==> config.mk <==
export PLATFORM = sky130hd
export DESIGN_NAME = cnn_layer2_param_loader
export DESIGN_NICKNAME = d
export VERILOG_FILES = /design/src/rtl/cnn_layer2_pkg.sv /design/src/rtl/cnn_param_checksum.sv /design/src/rtl/cnn_layer2_param_loader.sv
export SDC_FILE = /design/constraint.sdc
export NUM_CORES = 1
export LEC_CHECK = 0
export CORE_MARGIN = 2
export CORE_UTILIZATION = 47
export CTS_CLUSTER_SIZE = 28
export DETAILED_ROUTE_END_ITERATION = 8
export PLACE_DENSITY = 0.75
export SKIP_LAST_GASP = 1
export SLEW_MARGIN = 10
export SYNTH_ARGS = -nofsm -noshare
export SYNTH_HDL_FRONTEND = slang
export SYNTH_SLANG_ARGS = --single-unit
export TNS_END_PERCENT = 100
==> constraint.sdc <==
create_clock -name CLK -period 7.3 [get_ports CLK]
set_input_delay 1.46 -clock CLK [delete_from_list [all_inputs] [get_ports CLK]]
set_output_delay 1.46 -clock CLK [all_outputs]
set_load 0.03 [all_outputs]
==> src/rtl/cnn_layer2_pkg.sv <==
// Shared definitions for the CNN layer-2 parameter loader: FSM states,
// memory selectors, default word counts and memory address widths.
package cnn_layer2_pkg;

    typedef enum logic [2:0] {
        IDLE,
        LOAD_W1,
        LOAD_W2,
        LOAD_B1,
        LOAD_B2,
        VERIFY,
        FINISH
    } state_t;

    typedef enum logic [1:0] {
        MEM_W1,
        MEM_W2,
        MEM_B1,
        MEM_B2
    } mem_t;

    localparam int DEF_N_W1 = 150;
    localparam int DEF_N_W2 = 150;
    localparam int DEF_N_B1 = 6;
    localparam int DEF_N_B2 = 4;

    localparam int AW_W1 = 8;
    localparam int AW_W2 = 8;
    localparam int AW_B1 = 3;
    localparam int AW_B2 = 2;

endpackage

==> src/rtl/cnn_param_checksum.sv <==
// Running modular sum of parameter words, widened by 9 bits so that up to
// 512 full-scale words accumulate without wrapping.
module cnn_param_checksum #(
    parameter int DW = 24
) (
    input  logic          clk,
    input  logic          rst,
    input  logic          clear,
    input  logic          acc_en,
    input  logic [DW-1:0] data,
    output logic [DW+8:0] sum
);

    always_ff @(posedge clk or posedge rst) begin
        if (rst) begin
            sum <= '0;
        end else if (clear) begin
            sum <= '0;
        end else if (acc_en) begin
            sum <= sum + {9'd0, data};
        end
    end

endmodule

==> src/rtl/cnn_layer2_param_loader.sv <==
// Streams layer-2 weights/biases into four parameter memories, then optionally
// reads them back and compares read and written checksums.
module cnn_layer2_param_loader
    import cnn_layer2_pkg::*;
#(
    parameter int DW   = 24,
    parameter int N_W1 = DEF_N_W1,
    parameter int N_W2 = DEF_N_W2,
    parameter int N_B1 = DEF_N_B1,
    parameter int N_B2 = DEF_N_B2
) (
    input  logic             CLK,
    input  logic             RST,
    input  logic             START,
    input  logic             ABORT,
    input  logic             SKIP_VERIFY,
    input  logic             PARAM_VALID,
    input  logic [DW-1:0]    PARAM_DATA,
    output logic             PARAM_READY,
    output logic             CONV_W1_WEN,
    output logic             CONV_W1_REN,
    output logic [AW_W1-1:0] CONV_W1_ADDR,
    output logic [DW-1:0]    CONV_W1_WDATA,
    input  logic [DW-1:0]    CONV_W1_RDATA,
    output logic             CONV_W2_WEN,
    output logic             CONV_W2_REN,
    output logic [AW_W2-1:0] CONV_W2_ADDR,
    output logic [DW-1:0]    CONV_W2_WDATA,
    input  logic [DW-1:0]    CONV_W2_RDATA,
    output logic             CONV_B1_WEN,
    output logic             CONV_B1_REN,
    output logic [AW_B1-1:0] CONV_B1_ADDR,
    output logic [DW-1:0]    CONV_B1_WDATA,
    input  logic [DW-1:0]    CONV_B1_RDATA,
    output logic             CONV_B2_WEN,
    output logic             CONV_B2_REN,
    output logic [AW_B2-1:0] CONV_B2_ADDR,
    output logic [DW-1:0]    CONV_B2_WDATA,
    input  logic [DW-1:0]    CONV_B2_RDATA,
    output logic             BUSY,
    output logic             DONE,
    output logic             ERR
);

    state_t        state, state_nxt;
    mem_t          vsel, load_mem, cur_mem;
    logic [7:0]    cnt, cur_last;
    logic          skip, issue_done, last_ren, last_rv, cmp_pend;
    logic [3:0]    wen_q, ren_q, rv_q;
    logic          load_state, hs, at_last, start_ok, rd_issue;
    logic [DW-1:0] rdata_sel;
    logic [DW+8:0] wsum, rsum;

    function automatic logic [7:0] last_of(input mem_t m);
        case (m)
            MEM_W1:  return 8'(N_W1 - 1);
            MEM_W2:  return 8'(N_W2 - 1);
            MEM_B1:  return 8'(N_B1 - 1);
            default: return 8'(N_B2 - 1);
        endcase
    endfunction

    always_comb begin
        load_mem = MEM_W1;
        case (state)
            LOAD_W2: load_mem = MEM_W2;
            LOAD_B1: load_mem = MEM_B1;
            LOAD_B2: load_mem = MEM_B2;
            default: load_mem = MEM_W1;
        endcase
    end

    assign load_state  = (state == LOAD_W1) || (state == LOAD_W2) ||
                         (state == LOAD_B1) || (state == LOAD_B2);
    assign PARAM_READY = load_state;
    assign hs          = PARAM_VALID & load_state;
    assign cur_mem     = (state == VERIFY) ? vsel : load_mem;
    assign cur_last    = last_of(cur_mem);
    assign at_last     = (cnt == cur_last);
    assign start_ok    = (state == IDLE) && START && !ABORT;
    assign rd_issue    = (state == VERIFY) && !issue_done && !ABORT;

    always_ff @(posedge CLK or posedge RST) begin
        if (RST) begin
            state <= IDLE;
        end else begin
            state <= state_nxt;
        end
    end

    always_comb begin
        state_nxt = state;
        BUSY      = (state != IDLE);
        DONE      = 1'b0;
        case (state)
            IDLE:    if (START) state_nxt = LOAD_W1;
            LOAD_W1: if (hs && at_last) state_nxt = LOAD_W2;
            LOAD_W2: if (hs && at_last) state_nxt = LOAD_B1;
            LOAD_B1: if (hs && at_last) state_nxt = LOAD_B2;
            LOAD_B2: if (hs && at_last) state_nxt = skip ? FINISH : VERIFY;
            VERIFY:  if (cmp_pend) state_nxt = FINISH;
            FINISH: begin
                DONE      = 1'b1;
                state_nxt = IDLE;
            end
            default: state_nxt = IDLE;
        endcase
        if (ABORT) state_nxt = IDLE;
    end

    // Read data returns one cycle after REN; the last word's accumulation lands
    // one cycle later still, so the compare waits on a three-stage marker chain.
    always_ff @(posedge CLK or posedge RST) begin
        if (RST) begin
            cnt           <= '0;
            vsel          <= MEM_W1;
            skip          <= 1'b0;
            issue_done    <= 1'b0;
            last_ren      <= 1'b0;
            last_rv       <= 1'b0;
            cmp_pend      <= 1'b0;
            wen_q         <= '0;
            ren_q         <= '0;
            rv_q          <= '0;
            ERR           <= 1'b0;
            CONV_W1_ADDR  <= '0;
            CONV_W2_ADDR  <= '0;
            CONV_B1_ADDR  <= '0;
            CONV_B2_ADDR  <= '0;
            CONV_W1_WDATA <= '0;
            CONV_W2_WDATA <= '0;
            CONV_B1_WDATA <= '0;
            CONV_B2_WDATA <= '0;
        end else begin
            wen_q    <= '0;
            ren_q    <= '0;
            rv_q     <= ren_q;
            last_ren <= 1'b0;
            last_rv  <= last_ren;
            cmp_pend <= last_rv;
            if (ABORT) begin
                cnt        <= '0;
                issue_done <= 1'b0;
                last_rv    <= 1'b0;
                cmp_pend   <= 1'b0;
            end else if (start_ok) begin
                cnt        <= '0;
                skip       <= SKIP_VERIFY;
                vsel       <= MEM_W1;
                issue_done <= 1'b0;
                ERR        <= 1'b0;
            end else if (hs) begin
                wen_q[load_mem] <= 1'b1;
                case (load_mem)
                    MEM_W1: begin CONV_W1_ADDR <= cnt;      CONV_W1_WDATA <= PARAM_DATA; end
                    MEM_W2: begin CONV_W2_ADDR <= cnt;      CONV_W2_WDATA <= PARAM_DATA; end
                    MEM_B1: begin CONV_B1_ADDR <= cnt[2:0]; CONV_B1_WDATA <= PARAM_DATA; end
                    default: begin CONV_B2_ADDR <= cnt[1:0]; CONV_B2_WDATA <= PARAM_DATA; end
                endcase
                cnt <= at_last ? 8'd0 : cnt + 8'd1;
            end else if (rd_issue) begin
                ren_q[vsel] <= 1'b1;
                case (vsel)
                    MEM_W1:  CONV_W1_ADDR <= cnt;
                    MEM_W2:  CONV_W2_ADDR <= cnt;
                    MEM_B1:  CONV_B1_ADDR <= cnt[2:0];
                    default: CONV_B2_ADDR <= cnt[1:0];
                endcase
                if (at_last) begin
                    cnt <= 8'd0;
                    if (vsel == MEM_B2) begin
                        issue_done <= 1'b1;
                        last_ren   <= 1'b1;
                    end else begin
                        vsel <= mem_t'(vsel + 2'd1);
                    end
                end else begin
                    cnt <= cnt + 8'd1;
                end
            end
            if (cmp_pend && !ABORT) ERR <= (rsum != wsum);
        end
    end

    always_comb begin
        rdata_sel = '0;
        if (rv_q[0])      rdata_sel = CONV_W1_RDATA;
        else if (rv_q[1]) rdata_sel = CONV_W2_RDATA;
        else if (rv_q[2]) rdata_sel = CONV_B1_RDATA;
        else if (rv_q[3]) rdata_sel = CONV_B2_RDATA;
    end

    assign CONV_W1_WEN = wen_q[0];
    assign CONV_W2_WEN = wen_q[1];
    assign CONV_B1_WEN = wen_q[2];
    assign CONV_B2_WEN = wen_q[3];
    assign CONV_W1_REN = ren_q[0];
    assign CONV_W2_REN = ren_q[1];
    assign CONV_B1_REN = ren_q[2];
    assign CONV_B2_REN = ren_q[3];

    cnn_param_checksum #(.DW(DW)) u_wsum (
        .clk    (CLK),
        .rst    (RST),
        .clear  (start_ok),
        .acc_en (hs & ~ABORT),
        .data   (PARAM_DATA),
        .sum    (wsum)
    );

    cnn_param_checksum #(.DW(DW)) u_rsum (
        .clk    (CLK),
        .rst    (RST),
        .clear  (start_ok),
        .acc_en (|rv_q),
        .data   (rdata_sel),
        .sum    (rsum)
    );

endmodule

* Word-level counts from Yosys, hierarchy flattened *
Index checks and enable logic that the tools add are counted.

operators by class
  add/subtract/negate cells = 4
  order comparisons = 4
  equality and inequality tests = 30
  multiplexer cells = 75
  bitwise gates (word level) = 5
  reductions and logical operators = 48

operators by type and width
  operator               number
  $mux W33               4
  $mux W8                13
  $mux W24               4
  $add A33 B24 Y33       2
  $mux W3                11
  $ne A33 B33 Y1         1
  $mux W4                7
  $reduce_and A5 Y1      5
  $mux W2                11
  $mux W1                20
  $reduce_and A4 Y1      5
  $pmux W3 S6            1
  $reduce_bool A2 Y1     9
  $pmux W8 S2            1
  $ne A3 B2 Y1 const B   5
  $ne A2 B1 Y1 const B   6
  $reduce_bool A3 Y1     4
  $eq A3 B3 Y1 const B   3
  $add A8 B1 Y8 const B  1
  $eq A2 B2 Y1 const B   4
  $eq A8 B8 Y1           1
  $logic_and A1 B1 Y1    8
  $eq A2 B1 Y1 const B   3
  $eq A3 B2 Y1 const B   2
  20 further kinds       35

storage, ports and cells
  bits in registers = 214
  bits of input ports = 126
  output and inout port bits = 129
  word-level logic and storage cells = 188

* Longest topological paths before layout *
Gate-level depths: netlist (run 1).

  depth after elaboration = 12
  mapped depth = 16
  depth with buffers taken out = 14

* By module *
From an unflattened synthesis (run 1), not the netlist that was laid out.

unflattened totals
  cells, all modules = 1,329
  area total of the unflattened synthesis = 12,818.5 sq um

modules (own cells, without submodules)
  module                       times used  cells an instance  area an instance (sq um)  seq. area each (sq um)
  cnn_layer2_param_loader      1           661                7,144.4                   3,703.6
  cnn_param_checksum (u_rsum)  1           331                2,845.2                   825.8
  cnn_param_checksum (u_wsum)  1           337                2,829.0                   825.8

* Least setup slack after synthesis (run 1) *
OpenSTA, ideal clock, no wires.

  kind = input to register
  start point = in CONV_B1_RDATA[7]
  end point = reg u_rsum.sum[21]
  setup time = 0.069 ns
  data arrival time = 3.737 ns
  data required time = 7.231 ns
  slack = 3.494 ns
  stages = 12
  buffers on the path = 0
  path through = a22oi_1 > nor2_1 > a21oi_1 > o21ai_0 > ha_1 > and3_1 > a221o_1 > nor3_4 > a21oi_2 > o21a_1 > or4b_1 > nand3_1

between the ends
  cells in the longest elaborated chain, start to end = 6

ends and longest elaborated chain
  element               line                            RTL
  start, declared       cnn_layer2_param_loader.sv:34   input logic [DW-1:0] CONV_B1_RDATA,
  $mux W24              cnn_layer2_param_loader.sv:189  else if (rv_q[2]) rdata_sel = CONV_B1_RDATA;
  $mux W24              cnn_layer2_param_loader.sv:188  else if (rv_q[1]) rdata_sel = CONV_W2_RDATA;
  $mux W24              cnn_layer2_param_loader.sv:187  if (rv_q[0]) rdata_sel = CONV_W1_RDATA;
  $add A33 B24 Y33      cnn_param_checksum.sv:20        sum <= sum + {9'd0, data};
  $mux W33              cnn_param_checksum.sv:19        end else if (acc_en) begin
  $mux W33              cnn_param_checksum.sv:17        end else if (clear) begin
  end signal, assigned  cnn_param_checksum.sv:20
  end, declared         cnn_param_checksum.sv:11        output logic [DW+8:0] sum

No other way between the ends. The select of a mux whose other input is x is not followed.
A chain may end at the register's enable or synchronous reset.

* Worst setup path after layout (run 1) *
  start point = in CONV_B2_RDATA[0]
  end point = reg u_rsum.sum[32]

between the ends
  cells in the longest elaborated chain, start to end = 7

ends and longest elaborated chain
  element           line                            RTL
  start, declared   cnn_layer2_param_loader.sv:39   input logic [DW-1:0] CONV_B2_RDATA,
  $mux W24          cnn_layer2_param_loader.sv:190  else if (rv_q[3]) rdata_sel = CONV_B2_RDATA;
  $mux W24          cnn_layer2_param_loader.sv:189
  $mux W24          cnn_layer2_param_loader.sv:188
  $mux W24          cnn_layer2_param_loader.sv:187
  $add A33 B24 Y33  cnn_param_checksum.sv:20
  $mux W33          cnn_param_checksum.sv:19
  $mux W33          cnn_param_checksum.sv:17

No other way between the ends. The select of a mux whose other input is x is not followed.

==> metrics.txt, run 1 <==
share of cells above drive strength 1 between 10% and 20%; Vias/cell approximately 5.7; drt total wl about 34000 um; CP Class in2reg; pins over their slew limit 0; RSZ-0062 raised after global routing no; GPL Wtd Cong ~0.94; FFs w/ async S/R, synth 100%; min Tclk post-route between 4000 and 5000 ps; global route overflow 0; register area share after synthesis 43.5%; post_cts resized 0; family with the most delay on the worst path compound AO/OA/AOI/OAI gates; HPWL after DPL between 20000 and 25000 um; Setup TNS Final 0 ps; Worst Slack Setup Final a little over 3000 ps; MaxCap Viol Count 0; Yosys cell types 85; GRT busiest layer met2; Syn. warnings 0; crit-path cells clkdlybuf4s50_1, a22oi_1, nor2_1, a21oi_1, o21ai_0, ha_1, fa_1, nand3_1, a21oi_2, nand4_1, a211oi_2, o21ai_2, or4_1, a21oi_1; DP Worst Slack ~2600 ps; Residual DRC 0; gr usage total about 24%; die area around 27000 sq um; syn avg cell area slightly below 10 sq um; CP startpoint kind input port; CTS root buf clkbuf_16; Initial DRC Count approximately 550; Initial Utilization about 48%; status finished clean; Num CTS Buffers 23; n_diodes 0; leakage 7.27 nW; Std-Cell Rows 59; Post-Syn Instances roughly 1300; Netlist Area Pre-Place 12300 sq um; Buf/Inv on CP 1; largest net degree at the start of global routing around 110; Fin. Hold Viols 0; NumNets Final around 1700; EDFF count, synth 0; Via Count between 10000 and 15000; Final Skew 15.2 ps; crit end category register; hold_buf cts 0; clock sinks ~210; clk buf depth 3; GR Util met2 38.2%; post-route clock period utilization between 50 and 60%; dpl cell area 15200 sq um; htree depth 1; P&R area growth vs syn 28.5%; Peak VDD IR roughly 0.27 mV; Data arrival, critical path 4640 ps; CTS tree built; Detail Route Antenna Nets 0; met1 usage 34.1%; Rel. slew slack between 30% and 40%; CP max-delay cell clkdlybuf4s50_1; first-pass GRT wire length ~56000 um; CP required ~7700 ps; Port-buffer cells around 250; design area ~16000 sq um; FF+latch count, synth roughly 210; GR Util met3 approximately 6%; cell mode on critical path a21oi_1; TritonRoute pass-1 iters 5; number of global-route vias before repair ~11000; syn nets between 1000 and 1500; Main synth FF type dfrtp_1; Slew @ Worst Pin ~1000 ps; pwr dens 294 nW/um^2; final setup vio count 0; wire length per cell 18.3 um; CP max FO 10; register clock-pin slew on the reported worst setup and hold paths approximately 60 ps; Placeable Area 25900 sq um; IO Pins 255; initial antenna violation count 0; fmax 237 MHz; Post-CTS Setup Bufs 0; die height between 150 and 200 um; die width about 170 um; clk_lat worst skew 510 ps; min-delay worst type reg2reg; slowest stage delay, CP ~490 ps
[cells by family (layout without fill, tap and decap cells)]
logic type / after synthesis / after routing / share of synthesized area [%]
flip-flops: 214 / 214 / 43.5
AND/OR/NAND/NOR: 408 / 408 / 15.7
XOR/XNOR: 75 / 75 / 5.40
multiplexers: 100 / 100 / 9.08
adder cells (fa/ha/maj): 56 / 56 / 5.81
buffers and inverters: 81 / 328 / 2.69
AO/OA/AOI/OAI: 333 / 333 / 17.8
[worst register-to-register path, stage by stage, from the launching register on]
cell,delay (ps)
dfrtp_1,710
nor2b_1,240
buf_4,270
a22oi_1,110
nor2_1,130
a21oi_1,50
o21ai_0,260
ha_1,260
fa_1,220
nand3_1,140
a21oi_2,260
nand4_1,210
a211oi_2,320
o21ai_2,180
or4_1,410
a21oi_1,150
[stage by stage]
stage / power (mW) / instances / util, % / hold slack, ps
after floorplan: 2.85 / 1267 / - / 439
after CTS: 4.68 / 1849 / 61.1 / 379
after global routing: 4.90 / 1849 / 61.1 / 394
after detailed placement: 3.59 / 1811 / 58.5 / 359
after global placement: 3.56 / 1811 / 58.5 / 362
final: 4.64 / 1849 / 61.1 / 375
[final timing paths]
| path | to | cells past startpoint | slack (ps) | from |
|---|---|---|---|---|
| max | u_rsum.sum[32] | 14 | 3090 | CONV_B2_RDATA[0] |
| min | rv_q[0] | 0 | 370 | ren_q[0] |
| max reg2reg | u_rsum.sum[32] | 15 | 3280 | rv_q[2] |
| min reg2reg | rv_q[0] | 0 | 370 | ren_q[0] |
| max in group asynchronous | u_wsum.sum[8] | 3 | 4530 | RST |
| min in group asynchronous | CONV_B2_WDATA[21] | 2 | 1370 | RST |
[layout by cell type (no fill, tap or decap), types with 12 or more instances in the layout]
master	instances
nor2_1	76
xnor2_1	35
a21oi_1	89
nand4_1	14
a21o_1	20
inv_1	20
clkbuf_16	23
xor2_1	39
clkdlybuf4s50_1	254
a31oi_1	19
nand2_1	189
mux2_2	91
dfrtp_1	214
o21ai_0	83
buf_4	12
nand3_1	25
a22oi_1	24
ha_1	54
and3_1	18
[synth_stat cells (all sizes together), types with 4 or more instances]
master	n	area, sq um
or3	8	50.1
o21a	11	82.6
or4	5	37.5
or2	4	25.0
inv	23	86.3
a22o	5	43.8
nand2b	9	63.8
a22oi	24	180
nor2	78	300
o21ai	85	429
a211oi	10	80.1
ha	54	676
o31ai	8	73.8
nor2b	10	62.6
xnor2	36	323
nor3	16	118
dfrtp	214	5360
a21oi	92	472
and3	18	113
a211o	5	43.8
buf	20	103
mux2i	7	70.1
nand2	189	709
nand4	15	100
a31oi	20	140
o21bai	8	60.1
nand3	25	125
and2	7	43.8
a21boi	4	30.0
nor4	10	62.6
o211ai	9	72.6
clkbuf	38	143
mux2	93	1050
xor2	39	342
a21o	21	159
[where the power goes]
group | internal (mW) | total (mW) | switching (mW)
registers | 1.45 | 1.65 | 0.208
clock network | 0.609 | 1.06 | 0.456
logic | 0.835 | 1.92 | 1.09
total | 2.89 | 4.64 | 1.75
[registers in the layout (all words and copies together) (netlist names), 2 cells and up]
name,flops
u_rsum.sum,33
u_wsum.sum,33
CONV_B1_WDATA,24
CONV_B2_WDATA,24
CONV_W1_WDATA,24
CONV_W2_WDATA,24
CONV_W1_ADDR,8
CONV_W2_ADDR,8
cnt,8
ren_q,4
rv_q,4
wen_q,4
CONV_B1_ADDR,3
state,3
CONV_B2_ADDR,2
vsel,2
[layer usage]
metal,vias to the layer above,wire (um)
met5,-,0
met4,0,770
met3,52,2690
met2,365,15200
met1,5029,15200
li1,5041,-
[cell type report]
| type | instances | area (sq um) |
|---|---|---|
| well taps | 335 | 419 |
| fillers | 2176 | 10100 |
| flip-flops and latches | 214 | 5360 |
| clock inverters | 3 | 17.5 |
| multi-input cells | 972 | 6640 |
| inverters | 23 | 90.1 |
| repair buffers | 267 | 2650 |
| clock buffers | 35 | 651 |
(Power assumes the default switching activity.)
==> run 2, diff against run 1 <==
CORE_UTILIZATION = 50   (was 47)
PLACE_DENSITY = 0.76   (was 0.75)
clock period = 4.36 ns   (was 7.3 ns; I/O delays follow)
==> run 2 against run 1 <==
Net effect:
- clock-buffer cell count up 1
- combinational power grew 69%
- largest cell class unchanged
- clock power grew 92%
- flip-flop and latch count unchanged
- largest power group unchanged
==> metrics.txt, run 2 (synthesized netlist as in run 1, its figures left out) <==
cell mode on critical path a21oi_1; Rel. slew slack 35.8% (+3.3 points); NumNets Final 1689 (+0.36%); pwr dens 504 nW/um^2 (+72%); Std-Cell Rows 57 (-3.4%); Final Skew 18.8 ps (+3.56 ps); post_cts resized 0 (unchanged); final setup vio count 0 (unchanged); most frequent cells in the layout clkdlybuf4s50_1, dfrtp_1, nand2_1, mux2_2, a21oi_1; CP startpoint kind register; worst hold slack 386 ps (+11.1 ps); Setup TNS Final 0 ps (unchanged); Peak VDD IR 0.466 mV (+69%); first-pass GRT wire length 56600 um (+1.1%); HPWL after DPL 25900 um (+3.5%); Vias/cell 5.78 (+1.8%); die height 161 um (-3.0%); Final Instance Count excl. Fillers 1846 (-0.16%); wire length per cell 18.8 um (+2.7%); min Tclk post-route 3750 ps; Detail Route Antenna Nets 0 (unchanged); MaxCap Viol Count 0 (unchanged); Port-buffer cells 254 (unchanged); hold_buf cts 0 (unchanged); Initial Utilization 50.8% (+3.3 points); die width 161 um (-3.0%); number of global-route vias before repair 10700 (+1.4%); top flop regs u_rsum.sum x33, u_wsum.sum x33; initial antenna violation count 0 (unchanged); Post-CTS Setup Bufs 0 (unchanged); CTS tree built; CTS root buf clkbuf_16; Fin. Hold Viols 0 (unchanged); clock sinks 214 (unchanged); design area 16000 sq um (+1.1%); die area 25900 sq um (-5.9%); leakage 7.37 nW (+1.4%); post-route clock period utilization around 86%; slowest stage delay, CP 470 ps (-20 ps); min-delay worst type reg2reg; GPL Wtd Cong 0.920 (-1.9%); Worst Slack Setup Final 610 ps (-2480 ps); placed insts 1805 (-0.33%); register clock-pin slew on the reported worst setup and hold paths 60 ps (about the same); largest net degree at the start of global routing 66 (-41%); share of cells above drive strength 1 11.6% (+0.67 points); Final Core Density 66.0% (+4.9 points); dpl cell area 15200 sq um (+0.30%); IO Pins 255 (unchanged); Initial DRC Count 698 (+27%); fmax roughly 270 MHz; Data arrival, critical path 4180 ps (-460 ps); commonest non-fill, non-tap cell in the layout clkdlybuf4s50_1; Num CTS Buffers 24 (+4.3%); Slew @ Worst Pin 956 ps (-57.1 ps); CP Class reg2reg; TritonRoute pass-1 iters 6 (+1); crit-path cells nor2b_1, buf_4, a22oi_1, nor2_1, a21oi_1, o21ai_0, ha_1, fa_1, nand3_1, a21oi_2, nand4_1, a211oi_2, o21ai_2, or4_1, a21oi_1; P&R area growth vs syn 29.9%; Via Count 10700 (+1.7%); total power 8.06 mW (+74%); gr usage total 26.7% (+2.4 points); CP max-delay cell dfrtp_1; clk_lat worst skew 520 ps (about the same); DP Worst Slack 153 ps (-2440 ps); Placeable Area 24200 sq um (-6.4%); pins over their slew limit 0 (unchanged); RSZ-0062 raised after global routing no; CP required 4790 ps (-2940 ps); crit end category register; clk buf depth 3 (unchanged); htree depth 1 (unchanged); global route overflow 0 (unchanged); Residual DRC 0 (unchanged); drt total wl 34800 um (+2.5%); n_diodes 0 (unchanged); CP max FO 23 (+13); status finished clean
run 2: report_power, final:
part	total (mW)	internal, mW	switching [mW]
logic	3.24	1.40	1.84
clock network	2.03	1.23	0.801
registers	2.79	2.42	0.368
run 2: area by class of cell:
class / count / area (sq um)
Multi-Input combinational cell: 972 / 6650
Sequential cell: 214 / 5360
Fill cell: 1991 / 8250
Inverter: 23 / 90.1
Clock buffer: 36 / 706
Clock inverter: 5 / 90.1
Tap cell: 324 / 405
Timing Repair Buffer: 272 / 2700
run 2: layer usage:
metal | share of wire [%] | GRT usage [%]
met5 | 0 | 0
met2 | 47 | 44.7
met4 | 1.9 | 6.17
met1 | 43 | 35.1
met3 | 8.2 | 6.87
run 2: final timing paths:
check,start,to,slack [ps],cells after the start
max,rv_q[3],u_rsum.sum[32],610,15
min,ren_q[2],rv_q[2],390,0
max reg2reg,rv_q[3],u_rsum.sum[32],610,15
min reg2reg,ren_q[2],rv_q[2],390,0
max in group asynchronous,RST,cnt[1],2770,3
min in group asynchronous,RST,CONV_W2_WDATA[20],770,2
run 2: worst max-delay path, delay by kind of cell, from the launching register on:
family	cells	cell delay, ps
AOI/OAI and AO/OA	7	1340
and+or+nand+nor	5	1120
DFF	1	470
adders and majority gates	2	470
buffers and inverters	1	270
==> run 3, diff against run 2 <==
CORE_UTILIZATION = 47   (was 50)
CTS_CLUSTER_DIAMETER = 40   (was not set)
PLACE_DENSITY = 0.75   (was 0.76)
clock period = 3.3 ns   (was 4.36 ns; I/O delays follow)
==> run 3 against run 2 <==
Net effect:
- combinational power up 36%
- utilization grew 0.49 points
- clock-buffer cell count fell by 5
- power grew 44%
- clock power rose by 73%
- clock skew decreased by 5.3 ps
- via count grew 4.2%
- largest cell class unchanged
==> metrics.txt, run 3 (synthesized netlist as in run 1, its figures left out) <==
number of global-route vias before repair 11200 (+5.1%); Rel. slew slack 54.5% (+19 points); CP required 3760 ps (-1030 ps); TritonRoute pass-1 iters 5 (-1); leakage 8.06 nW (+9.4%); CTS root buf clkbuf_16; Std-Cell Rows 59 (+3.5%); wire length per cell 18.2 um (-3.2%); P&R area growth vs syn 39.9%; CP max FO 12 (-48%); clock sinks 214 (unchanged); n_diodes 0 (unchanged); Vias/cell 5.62 (-2.7%); CP startpoint kind register; initial antenna violation count 0 (unchanged); R2R Path End u_rsum.sum[32]; Clock power frac 30.3% (+5.1 points); family with the most delay on the worst path compound AO/OA/AOI/OAI gates; reg2reg start rv_q[2]; Detail Route Antenna Nets 0 (unchanged); Residual DRC 0 (unchanged); Final Skew 13.5 ps (-5.27 ps); first-pass GRT wire length 58800 um (+4.0%); gr usage total 25.8% (-0.97 points); top flop regs u_rsum.sum x33, u_wsum.sum x33; sequential fraction of design power 31.7% (-2.9 points); clk buf depth 3 (unchanged); min Tclk post-route 3190 ps (-557 ps); drt total wl 36000 um (+3.6%); Buf/Inv on CP 1 (unchanged); htree depth 1 (unchanged); status finished clean; Slew @ Worst Pin 683 ps (-273 ps); die area 27500 sq um (+6.2%); die width 166 um (+3.1%); MaxCap Viol Count 0 (unchanged); Port-buffer cells 254 (unchanged); cell mode on critical path a21oi_1; crit end category register; Num CTS Buffers 31 (+29%); crit-path cells nor2b_4, buf_12, a22oi_1, nor2_1, a21oi_1, o21ai_1, ha_2, fa_2, nand3_2, a21oi_2, nand4_1, a211oi_4, o21ai_2, or4_1, a21oi_1; min-delay worst type reg2reg; GPL Wtd Cong 0.938 (+2.0%); RSZ-0062 raised after global routing yes; Comb power frac 38.0% (-2.2 points); CP Class reg2reg; Hold Path Sink rv_q[3]; fmax 313 MHz (+17%); CP max-delay cell dfrtp_1; worst hold slack 376 ps (-9.78 ps); pins over their slew limit 0 (unchanged); Final Core Density 66.5% (+0.49 points); Sw Ratio 37.2% (-0.10 points); Placeable Area 25900 sq um (+6.9%); clk_lat worst skew 550 ps (+30 ps); die height 166 um (+3.1%); NumNets Final 1800 (+6.6%); Initial Utilization 47.5% (-3.3 points); Register-to-Register Path Depth 15 (unchanged); most frequent cells in the layout clkdlybuf4s50_1, dfrtp_1, nand2_1, buf_4, mux2_2; IO Pins 255 (unchanged); slowest stage delay, CP 430 ps (-40 ps); Worst R2R Setup Slack 110 ps (-500 ps); HPWL after DPL 26500 um (+2.5%); Initial DRC Count 574 (-18%); post-route clock period utilization 96.8% (+11 points); global route overflow 0 (unchanged); final setup vio count 0 (unchanged); Via Count 11100 (+4.2%); Fillers 2060 (+3.5%); hold-critical path depth 0 (unchanged); commonest non-fill, non-tap cell in the layout clkdlybuf4s50_1; Peak VDD IR 0.627 mV (+35%); Data arrival, critical path 3660 ps (-520 ps); register clock-pin slew on the reported worst setup and hold paths 60 ps (about the same); share of cells above drive strength 1 19.0% (+7.4 points); Fin. Hold Viols 0 (unchanged); hold_sp ren_q[3]; CTS tree built; Switch Pwr 4.30 mW (+43%); pwr dens 673 nW/um^2 (+33%); cell-internal power 7.28 mW (+44%); largest net degree at the start of global routing 72 (+9.1%)
run 3: worst max path at each step:
stage | cells after the start | slack, ps | end | from
global placement | 14 | -350 | u_rsum.sum[15] | CONV_B1_RDATA[1]
finish | 15 | 110 | u_rsum.sum[32] | rv_q[2]
CTS | 15 | 7 | u_rsum.sum[30] | rv_q[2]
floorplan | 1 | -140 | CONV_B1_ADDR[0] | RST
global route | 14 | -140 | u_rsum.sum[30] | rv_q[3]
detailed placement | 13 | -440 | u_rsum.sum[32] | CONV_B1_RDATA[3]
run 3: through the flow:
step | setup slack [ps] | instances | TNS (ps) | power, mW | cell area [sq um]
after floorplan | -144 | 1267 | -30850 | 6.30 | 12300
after global placement | -350 | 1912 | -4700 | 7.99 | 16000
after detailed placement | -441 | 1912 | -5900 | 8.09 | 16000
after CTS | 7.37 | 1969 | 0 | 11.7 | 17100
after global routing | -137 | 1977 | -755 | 12.2 | 17200
final | 107 | 1977 | 0 | 11.6 | 17200
run 3: what timing repair did:
item | CTS | global route
buffers inserted | 0 | 6
cloned | 0 | 2
gates resized for setup | 5 | 13
hold buffers | 0 | 0
setup endpoints to repair | 4 | 17
pin swaps | 2 | 8
run 3: per-layer routing:
layer / track usage (%) / wire [um]
met4: 6.73 / 810
met5: 0 / 0
met1: 34.3 / 15800
met2: 41.9 / 16500
met3: 7.01 / 2900
run 3: worst register-to-register path, stage by stage, from the launching register on:
cell and delay, ps:
dfrtp_1 430, nor2b_4 160, buf_12 140, a22oi_1 70
nor2_1 90, a21oi_1 50, o21ai_1 160, ha_2 210
fa_2 220, nand3_2 110, a21oi_2 210, nand4_1 180
a211oi_4 370, o21ai_2 150, or4_1 420, a21oi_1 150
run 3: final cells by class:
type / instances / area (sq um) / area share (%)
Inverter: 23 / 90.1 / 0.523
Timing Repair Buffer: 375 / 3540 / 20.5
Multi-Input combinational cell: 973 / 6690 / 38.9
Sequential cell: 214 / 5360 / 31.1
Clock inverter: 26 / 347 / 2.01
Tap cell: 335 / 419 / 2.43
Clock buffer: 31 / 776 / 4.51
run 3: power by group through the flow:
stage	logic, mW	registers [mW]	clock network (mW)
after global routing	4.74	3.75	3.67
after detailed placement	4.39	3.70	0
after global placement	4.33	3.66	0
final	4.40	3.67	3.51
after floorplan	1.87	4.44	0
after CTS	4.42	3.67	3.57
